**config.mk**
```make
export PLATFORM = sky130hd
export DESIGN_NAME = pipe_reg_chain
export DESIGN_NICKNAME = d
export VERILOG_FILES = /design/src/rtl/pipe_reg_chain.sv
export SDC_FILE = /design/constraint.sdc
export NUM_CORES = 1
export LEC_CHECK = 0
export ABC_AREA = 1
export BUFFER_PORTS_ARGS = -buffer_cell sky130_fd_sc_hd__buf_2
export CAP_MARGIN = 20
export CORE_ASPECT_RATIO = 2
export CORE_MARGIN = 2
export CORE_UTILIZATION = 50
export CTS_BUF_LIST = sky130_fd_sc_hd__clkbuf_8
export CTS_CLUSTER_SIZE = 40
export DETAILED_ROUTE_END_ITERATION = 6
export GPL_ROUTABILITY_DRIVEN = 1
export PLACE_DENSITY = 0.85
export SYNTH_ARGS = -nofsm -noshare
export SYNTH_HDL_FRONTEND = slang
export SYNTH_SLANG_ARGS = --single-unit
```
**constraint.sdc**
```tcl
create_clock -name clock -period 1.75 [get_ports clock]
set_clock_uncertainty 0.05 [all_clocks]
set_input_delay 0 -clock clock [delete_from_list [all_inputs] [get_ports clock]]
set_output_delay 0 -clock clock [all_outputs]
set_load 0.02 [all_outputs]
```
**src/rtl/pipe_reg_chain.sv**
```systemverilog
// Parameterized in-order pipeline register chain with load-use hazard stall,
// external freeze, young-stage flush and saturating stall/flush event counters.
module pipe_reg_chain #(
  parameter int IR_W         = 32,
  parameter int PC_W         = 8,
  parameter int CTRL_W       = 12,
  parameter int STAGES       = 4,
  parameter int MEMRD_BIT    = 0,
  parameter int FLUSH_STAGES = 2
) (
  input  logic                       clock,
  input  logic                       reset,
  input  logic                       in_valid,
  input  logic [IR_W-1:0]            in_ir,
  input  logic [PC_W-1:0]            in_pc,
  input  logic [CTRL_W-1:0]          in_ctrl,
  input  logic                       stall_req,
  input  logic                       flush_req,
  output logic                       in_ready,
  output logic                       hazard_stall,
  output logic [STAGES-1:0]          st_valid,
  output logic [STAGES*IR_W-1:0]     st_ir,
  output logic [STAGES*PC_W-1:0]     st_pc,
  output logic [STAGES*CTRL_W-1:0]   st_ctrl,
  output logic [15:0]                stall_cnt,
  output logic [15:0]                flush_cnt
);

  typedef struct packed {
    logic              valid;
    logic [IR_W-1:0]   ir;
    logic [PC_W-1:0]   pc;
    logic [CTRL_W-1:0] ctrl;
  } stage_t;

  localparam stage_t BUBBLE = '0;

  stage_t [STAGES-1:0] st, nxt;
  stage_t              feed;
  logic                hold;
  logic [4:0]          rt1;

  // Load in stage 1 whose destination (rt) is a source of the instruction in stage 0.
  assign rt1          = st[1].ir[20:16];
  assign hazard_stall = st[1].valid & st[1].ctrl[MEMRD_BIT] & (rt1 != 5'd0) & st[0].valid &
                        ((rt1 == st[0].ir[25:21]) | (rt1 == st[0].ir[20:16]));
  assign hold         = stall_req | hazard_stall;
  assign in_ready     = ~hold & ~reset;

  always_comb begin
    feed = BUBBLE;
    if (in_valid) feed = '{valid: 1'b1, ir: in_ir, pc: in_pc, ctrl: in_ctrl};
  end

  // Flush wins over any hold for the young stages; stage 0 only moves when not held.
  always_comb begin
    nxt = st;
    if (flush_req)  nxt[0] = BUBBLE;
    else if (!hold) nxt[0] = feed;
    for (int k = 1; k < STAGES; k++) begin
      if (flush_req && k < FLUSH_STAGES)  nxt[k] = BUBBLE;
      else if (stall_req)                 nxt[k] = st[k];
      else if (hazard_stall && k == 1)    nxt[k] = BUBBLE;
      else                                nxt[k] = st[k-1];
    end
  end

  always_ff @(posedge clock) begin
    if (reset) begin
      st        <= '0;
      stall_cnt <= '0;
      flush_cnt <= '0;
    end else begin
      st <= nxt;
      if (hold && stall_cnt != 16'hFFFF)      stall_cnt <= stall_cnt + 16'd1;
      if (flush_req && flush_cnt != 16'hFFFF) flush_cnt <= flush_cnt + 16'd1;
    end
  end

  for (genvar k = 0; k < STAGES; k++) begin : g_out
    assign st_valid[k]                  = st[k].valid;
    assign st_ir[k*IR_W +: IR_W]        = st[k].ir;
    assign st_pc[k*PC_W +: PC_W]        = st[k].pc;
    assign st_ctrl[k*CTRL_W +: CTRL_W]  = st[k].ctrl;
  end

endmodule

```
==> implementation parameters, run 1 <==
Parameter                              Value

Pwr
  Cell Pwr Density ... 853.6 nW/um^2
  VDD IR-drop max ... 0.8375 mV
  Leakage power ... 6.052 nW

Floorplan
  IO Pins ... 303
  Die Wd ... 102.3 um
  Standard-cell rows ... 72
  Initial Utilization ... 50.38%
  Area enclosed by the die boundary ... 20530 um^2
  Core footprint ... 19190 um^2
  Height of the die ... 200.6 um

Outcome
  Outcome ... complete, but fails checks
  Violations in the final reports ... negative setup slack

Logic synthesis
  Top-area cell type share of the netlist area ... 50.53%
  Most used standard cells in the synthesized netlist ... nor2_1, dfxtp_1, nand2_1
  Main synth FF type ... dfxtp_1
  Synth area leader ... dfxtp_1
  Cell with the most instances after synthesis ... nor2_1
  Netlist cell types ... 24
  Share of synthesized area occupied by flip-flops and latches ... 50.53%
  Synth async-reset ratio ... 0%
  Post-Synthesis Net Count ... 1369
  Number of synthesized flops with an enable pin ... 0
  Post-Syn Area ... 9667 um^2
  Number of warnings reported in the yosys synthesis log ... 0
  FF+latch count, synth ... 244
  Number of cells produced by synthesis ... 1310
  Leading post-synthesis cells by cell area ... dfxtp_1, nor2_1, nand2_1
  Post-Synthesis Mean Instance Area ... 7.379 um^2

Setup path
  Data arrival, critical path ... 2410 ps
  Ordered cell list for the critical path ... nand2_1 > inv_2 > nor2_2 > nor2_2 > nand3_2 > nand2_2 > nand2_4 > nand2_4 > buf_4 > bufbuf_16 > nand2_1 > a21oi_2
  Count of buffer and inverter cells on the critical path ... 3
  Largest stage delay, worst path ... 400 ps
  Critical path fanouts, max ... 16
  Setup crit end kind ... flip-flop
  Library cell contributing the largest single delay on the critical path ... dfxtp_4
  Kind of cell with the highest combined delay on the critical path ... simple AND/OR/NAND/NOR gates
  Required time of the worst setup path ... 2150 ps
  Crit Path Class ... flip-flop to flip-flop
  Crit start category ... flip-flop

Clocking
  Clock Tree Buf Depth ... 3
  CTS Buf Count ... 34
  Clock Sinks ... 244
  CTS Root Buffer Type ... clkbuf_8
  Clock insertion delay at the later pin of the skew report ... 520 ps
  Clock tree from TritonCTS ... done
  CTS clk-pin slew, worst paths ... 70 ps
  Number of levels the H-tree was split into ... 2

Drt
  Length of routed wiring on met1 ... 12.65 mm
  1st-pass router iterations ... 6
  Avg Vias per Cell ... 5.502
  DRC violation total after the first TritonRoute iteration ... 868
  Routed wire length ... 33.98 mm
  Top Metal Used ... met4
  DRC ... 0
  Met3 WL post-DR ... 2.273 mm
  Post-route antenna net violation count ... 0
  Number of vias after detailed routing ... 10790
  Met2 wire len ... 16.36 mm
  Post-detailed-route wirelength per cell ... 17.32 um

Timing
  Max Freq ... 496.9 MHz
  Measured slew at the worst slew-check pin ... 605.8 ps
  Tmin final ... 2012 ps
  Worst Slack Setup Final ... -262.4 ps
  Number of slew-limit violations in the final report ... 0
  RSZ-0062 raised after global routing ... yes
  Final hold violations ... 0
  Worst slack on hold paths ... 84.38 ps
  Fraction of the cycle the final worst path needs ... 115.0%
  Setup Viol. Count Final ... 104
  Relative slew margins ... 59.62%

Placement
  Setup slack after placement ... -24.22 ps
  Number of instances in the placed design ... 1821
  Number of port buffers ... 302
  Final weighted congestion in routability-driven placement ... 0.9261
  DPL Wire Length ... 19.40 mm
  Cell area after placement ... 11570 um^2

Global route
  Pin count of the biggest net entering global routing ... 155
  Global route total overflow ... 0
  Antenna violations before repair ... 0
  Vias in the first global route ... 9731
  Aggregate global-route resource usage ... 30.31%
  Wire length of the first global-routing pass ... 49.76 mm

Finish
  Signed area change from the synthesized netlist to the final layout ... 38.91%
  Nets ... 1745
  Fraction of final layout cells sized beyond drive strength 1 ... 27.54%
  Final Util ... 69.98%
  Non-filler instance count after layout ... 1962
  Post-layout instance area ... 13430 um^2
  Final antenna diode count ... 0

Min path
  Path class of the lowest-slack min-delay path ... input pin to flip-flop

Flow run
  Max-Cap Viols ... 0
[worst paths after layout]
path,start,end,slack (ps),cells past startpoint
worst max-delay path,st_ir[16]$_SDFFE_PP0N_,st_ir[17]$_SDFFE_PP0N_,-260,12
worst min-delay path,in_valid,st_valid[0]$_SDFFE_PP0N_,80,4
worst max register to register,st_ir[16]$_SDFFE_PP0N_,st_ir[17]$_SDFFE_PP0N_,-260,12
worst min register to register,st_ir[54]$_SDFFE_PP0N_,st_ir[54]$_SDFFE_PP0N_,420,2
[layout by cell type, fill, tap and decap left out, types with 3 or more instances in the layout]
cell type      instances
inv_1                 43
nor2_1               248
a21oi_2                4
nand2_2                6
dlygate4sd3_1         72
nand3_2                8
nand3b_1              53
clkbuf_8              43
inv_2                  8
buf_2                299
nand4_1                8
dfxtp_1              231
a21oi_1              134
clkbuf_16              4
dfxtp_4                9
o21ai_0              114
nor2_2                10
dfxtp_2                4
buf_4                 40
nand2_1              236
nor3_1                 8
nand3_1               78
buf_12                12
buf_16                 3
nand2_4                4
[worst min-delay path, stage by stage]
cell     delay, ps
buf_2          230
buf_12         220
nand3_1         90
a21oi_1         60
[metrics by stage]
step	TNS, ps	power [mW]
2_1_floorplan	0	6.686
3_3_place_gp	0	7.082
3_5_place_dp	-56.72	7.105
4_1_cts	-217.2	11.42
5_1_grt	-15560	11.86
6_report	-10410	11.46
[per-layer routing]
metal	track usage (%)	vias up
met5	0	-
met4	21.67	0
met3	5.118	178
met2	48.03	649
met1	36.31	4938
li1	-	5029
[what timing repair did]
action	4_1_cts	5_1_grt
hold buffers	72	0
gates cloned	3	7
pin swaps	2	9
endpoints found under the setup margin	11	135
hold endpoints to repair	95	0
resized for setup	24	59
buffers inserted	4	2
[area by class of cell]
| type | instances | area [um^2] |
|---|---|---|
| fill | 1405 | 5761 |
| inverter | 46 | 183.9 |
| tap | 259 | 324.1 |
| clock inverter | 10 | 38.79 |
| clock buffer | 43 | 591.8 |
| timing repair buffer | 435 | 3025 |
| multi-input combinational | 925 | 4340 |
| sequential | 244 | 4923 |
[cell families after synthesis]
logic type / Yosys count / share of synthesized area, %
AOI/OAI and AO/OA: 253 / 13.12
and+or+nand+nor: 666 / 29.51
DFF: 244 / 50.53
xor gates and xnor gates: 4 / 0.3625
adders and majority gates: 2 / 0.2588
buffers and inverters: 141 / 6.213
[power breakdown]
group / internal, mW / switching (mW) / total, mW
logic: 0.526 / 0.833 / 1.36
registers: 5.71 / 0.117 / 5.83
clock network: 2.18 / 2.09 / 4.27
total: 8.42 / 3.04 / 11.5
[registers in the layout (all words and copies together), names as in the netlist]
signal and count:
flush_cnt 16, st_ctrl 48, st_ir 128, st_pc 32
st_valid 4, stall_cnt 16
Power figures use the tool's default switching activity.
==> run 2: changes to the inputs <==
--- a/config.mk
+++ b/config.mk
@@ -6,7 +6,6 @@
 export NUM_CORES = 1
 export LEC_CHECK = 0
 export ABC_AREA = 1
-export BUFFER_PORTS_ARGS = -buffer_cell sky130_fd_sc_hd__buf_2
 export CAP_MARGIN = 20
 export CORE_ASPECT_RATIO = 2
 export CORE_MARGIN = 2
@@ -14,8 +13,10 @@
 export CTS_BUF_LIST = sky130_fd_sc_hd__clkbuf_8
 export CTS_CLUSTER_SIZE = 40
 export DETAILED_ROUTE_END_ITERATION = 6
+export DONT_BUFFER_PORTS = 1
 export GPL_ROUTABILITY_DRIVEN = 1
-export PLACE_DENSITY = 0.85
+export PLACE_DENSITY = 0.72
+export SKIP_CTS_REPAIR_TIMING = 1
 export SYNTH_ARGS = -nofsm -noshare
 export SYNTH_HDL_FRONTEND = slang
 export SYNTH_SLANG_ARGS = --single-unit
==> run 2 against run 1 <==
  * Combinational power shrank 15%
  * Power grew 3.6%
  * Cell area grew 4.1%
  * Sequential share of layout area shrank 1.6 points
  * Sequential power grew 4.3%
  * The run ends with negative hold slack, negative setup slack left
  * Non-clock buffer count shrank 83
==> implementation parameters, run 2 (synthesized netlist as in run 1, its figures left out) <==
Parameter                              Value

Global route
  Antenna violations before repair ... 0 (unchanged)
  Layer carrying the most global-route usage ... met2
  Global route total overflow ... 0 (unchanged)
  Pin count of the biggest net entering global routing ... 156 (+0.65%)
  Global-route met1 utilization ... 29.71% (-6.6 points)
  Met3 capacity usage during global routing ... 6.511% (+1.4 points)
  Wire length of the first global-routing pass ... 43.28 mm (-13%)
  Fraction of met2 tracks used by global routing ... 44.24% (-3.8 points)
  Aggregate global-route resource usage ... 26.42% (-3.9 points)
  Vias in the first global route ... 8311 (-15%)

Finish
  Fill cell instance count of the final layout ... 1352 (-3.8%)
  Final Util ... 72.84% (+2.9 points)
  Top library cells by usage in the layout, fill and taps aside ... nor2_1, dlygate4sd3_1, nand2_1
  Final antenna diode count ... 0 (unchanged)
  Signed area change from the synthesized netlist to the final layout ... 44.58%
  Most common library cell in the layout ignoring fill and taps ... nor2_1
  Multi-input gate area in the final layout ... 4273 um^2 (-1.6%)
  Nets ... 1664 (-4.6%)
  Fraction of final layout cells sized beyond drive strength 1 ... 12.05% (-15 points)
  FF/Latch Area ... 4900 um^2 (-0.48%)
  Max FFs per register ... 128 (unchanged)

Setup path
  Setup crit end kind ... output port
  Ordered cell list for the critical path ... inv_1 > nand2_1 > nand2_1 > nor2_1 > nand3_1 > nand2_2 > nand2_4 > nand2_8 > buf_12 > nor2_4 > buf_6
  Crit start category ... flip-flop
  Required time of the worst setup path ... 1700 ps (-450 ps)
  Largest stage delay, worst path ... 420 ps (+20 ps)
  Crit Path Class ... flip-flop to output port
  Data arrival, critical path ... 1910 ps (-500 ps)
  Worst path depth ... 11 (-1)
  Most common cell on crit path ... nand2_1
  Count of cells along the worst register-to-register path ... 12 (unchanged)
  Count of buffer and inverter cells on the critical path ... 3 (unchanged)
  Library cell contributing the largest single delay on the critical path ... dfxtp_1
  Kind of cell with the highest combined delay on the critical path ... simple AND/OR/NAND/NOR gates
  Critical path fanouts, max ... 7 (-9)

Timing
  Max Freq ... 509.8 MHz (+2.6%)
  Final hold violations ... 21 (+21)
  Number of slew-limit violations in the final report ... 0 (unchanged)
  RSZ-0062 raised after global routing ... yes
  Setup Viol. Count Final ... 91 (-13%)
  Worst slack on hold paths ... -373.2 ps (-457.6 ps)
  Tmin final ... 1962 ps (-50.67 ps)
  Measured slew at the worst slew-check pin ... 862.3 ps (+256.5 ps)
  Fraction of the cycle the final worst path needs ... 112.1% (-2.9 points)
  Worst Slack Setup Final ... -211.7 ps (+50.67 ps)
  Relative slew margins ... 42.33% (-17 points)

Clocking
  Number of levels the H-tree was split into ... 2 (unchanged)
  Clock tree from TritonCTS ... done
  CTS Root Buffer Type ... clkbuf_8
  CTS Buf Count ... 36 (+5.9%)
  Clock insertion delay at the later pin of the skew report ... 530 ps (about the same)
  Clock Sinks ... 244 (unchanged)
  CTS clk-pin slew, worst paths ... 70 ps (about the same)
  Clock Tree Buf Depth ... 3 (unchanged)

Min path
  Hold Path Stages ... 2 (-2)
  Path class of the lowest-slack min-delay path ... input pin to flip-flop

Pwr
  Cell Pwr Density ... 849.9 nW/um^2 (-0.43%)
  VDD IR-drop max ... 1.081 mV (+29%)
  Leakage power ... 5.171 nW (-15%)

Outcome
  Outcome ... complete, but fails checks
  Violations in the final reports ... negative hold slack, negative setup slack

Drt
  Avg Vias per Cell ... 5.673 (+3.1%)
  Post-detailed-route wirelength per cell ... 19.08 um (+10%)
  1st-pass router iterations ... 6 (unchanged)
  DRC violation total after the first TritonRoute iteration ... 754 (-13%)
  Number of vias after detailed routing ... 10700 (-0.87%)
  DRC ... 0 (unchanged)
  Routed wire length ... 35.99 mm (+5.9%)
  Post-route antenna net violation count ... 0 (unchanged)

Floorplan
  Area enclosed by the die boundary ... 20530 um^2 (unchanged)
  IO Pins ... 303 (unchanged)
  Initial Utilization ... 50.38% (unchanged)
  Die Wd ... 102.3 um (unchanged)
  Height of the die ... 200.6 um (unchanged)
  Core footprint ... 19190 um^2 (unchanged)
  Standard-cell rows ... 72 (unchanged)

Placement
  DPL Wire Length ... 19.40 mm (about the same)
  Number of port buffers ... 0 (-100%)
  Setup slack after placement ... -64.16 ps (-39.93 ps)
  Final weighted congestion in routability-driven placement ... 0.8891 (-4.0%)

Flow run
  Max-Cap Viols ... 0 (unchanged)
==> run 2: cell count changes in the layout (fill, tap and decap cells not counted), moves of 3 or more <==
| cell | delta |
|---|---|
| nand3_1 | +8 |
| nand2_1 | +3 |
| buf_2 | -299 |
| nand3_2 | -8 |
| dfxtp_1 | +5 |
| nor2_2 | -6 |
| clkbuf_16 | +3 |
| dlygate4sd3_1 | +175 |
| buf_4 | +40 |
| clkinv_2 | +6 |
| dfxtp_4 | -7 |
| nor2_1 | +6 |
==> run 2: metal layers <==
layer | vias up | part of all wire, %
met5 | - | 0
met4 | 0 | 7.9
met3 | 203 | 8.8
met2 | 668 | 49
met1 | 4955 | 34
li1 | 4874 | -
==> run 2: cell type report <==
class                           instances  area share, %
Tap cell                              259          2.319
Multi-Input combinational cell        925          30.57
Timing Repair Buffer                  352          25.70
Inverter                               46          1.307
Clock buffer                           44          4.333
Clock inverter                         16         0.7073
Sequential cell                       244          35.06
==> run 2: path summary, 6_finish.rpt <==
| path | from | endpoint | slack [ps] |
|---|---|---|---|
| worst max-delay path | st_ir[24]$_SDFFE_PP0N_ | in_ready | -210 |
| worst min-delay path | stall_req | st_ctrl[37]$_SDFFE_PP0N_ | -370 |
| worst max register to register | st_ir[24]$_SDFFE_PP0N_ | st_ctrl[23]$_SDFFE_PP0N_ | -130 |
| worst min register to register | flush_cnt[3]$_SDFFE_PP0P_ | flush_cnt[3]$_SDFFE_PP0P_ | 470 |
==> run 2: power by group <==
part           switching (mW)  internal, mW  total (mW)
combinational           0.563         0.599        1.16
sequential              0.354          5.72        6.08
clock                    2.22          2.42        4.64
total                    3.14          8.74        11.9
==> run 2: through the flow <==
stage	TNS (ps)	area, um^2	hold WS, ps	std cells	total power, mW
after floorplan	0	9667	181.8	1310	6.686
after global routing	-18660	13980	-324.8	1886	12.21
after detailed placement	-1425	10260	24.43	1554	6.835
final	-6011	13980	-373.2	1886	11.88
after global placement	-17.14	10260	22.46	1554	6.817
after CTS	-3661	10960	-546.0	1614	11.38
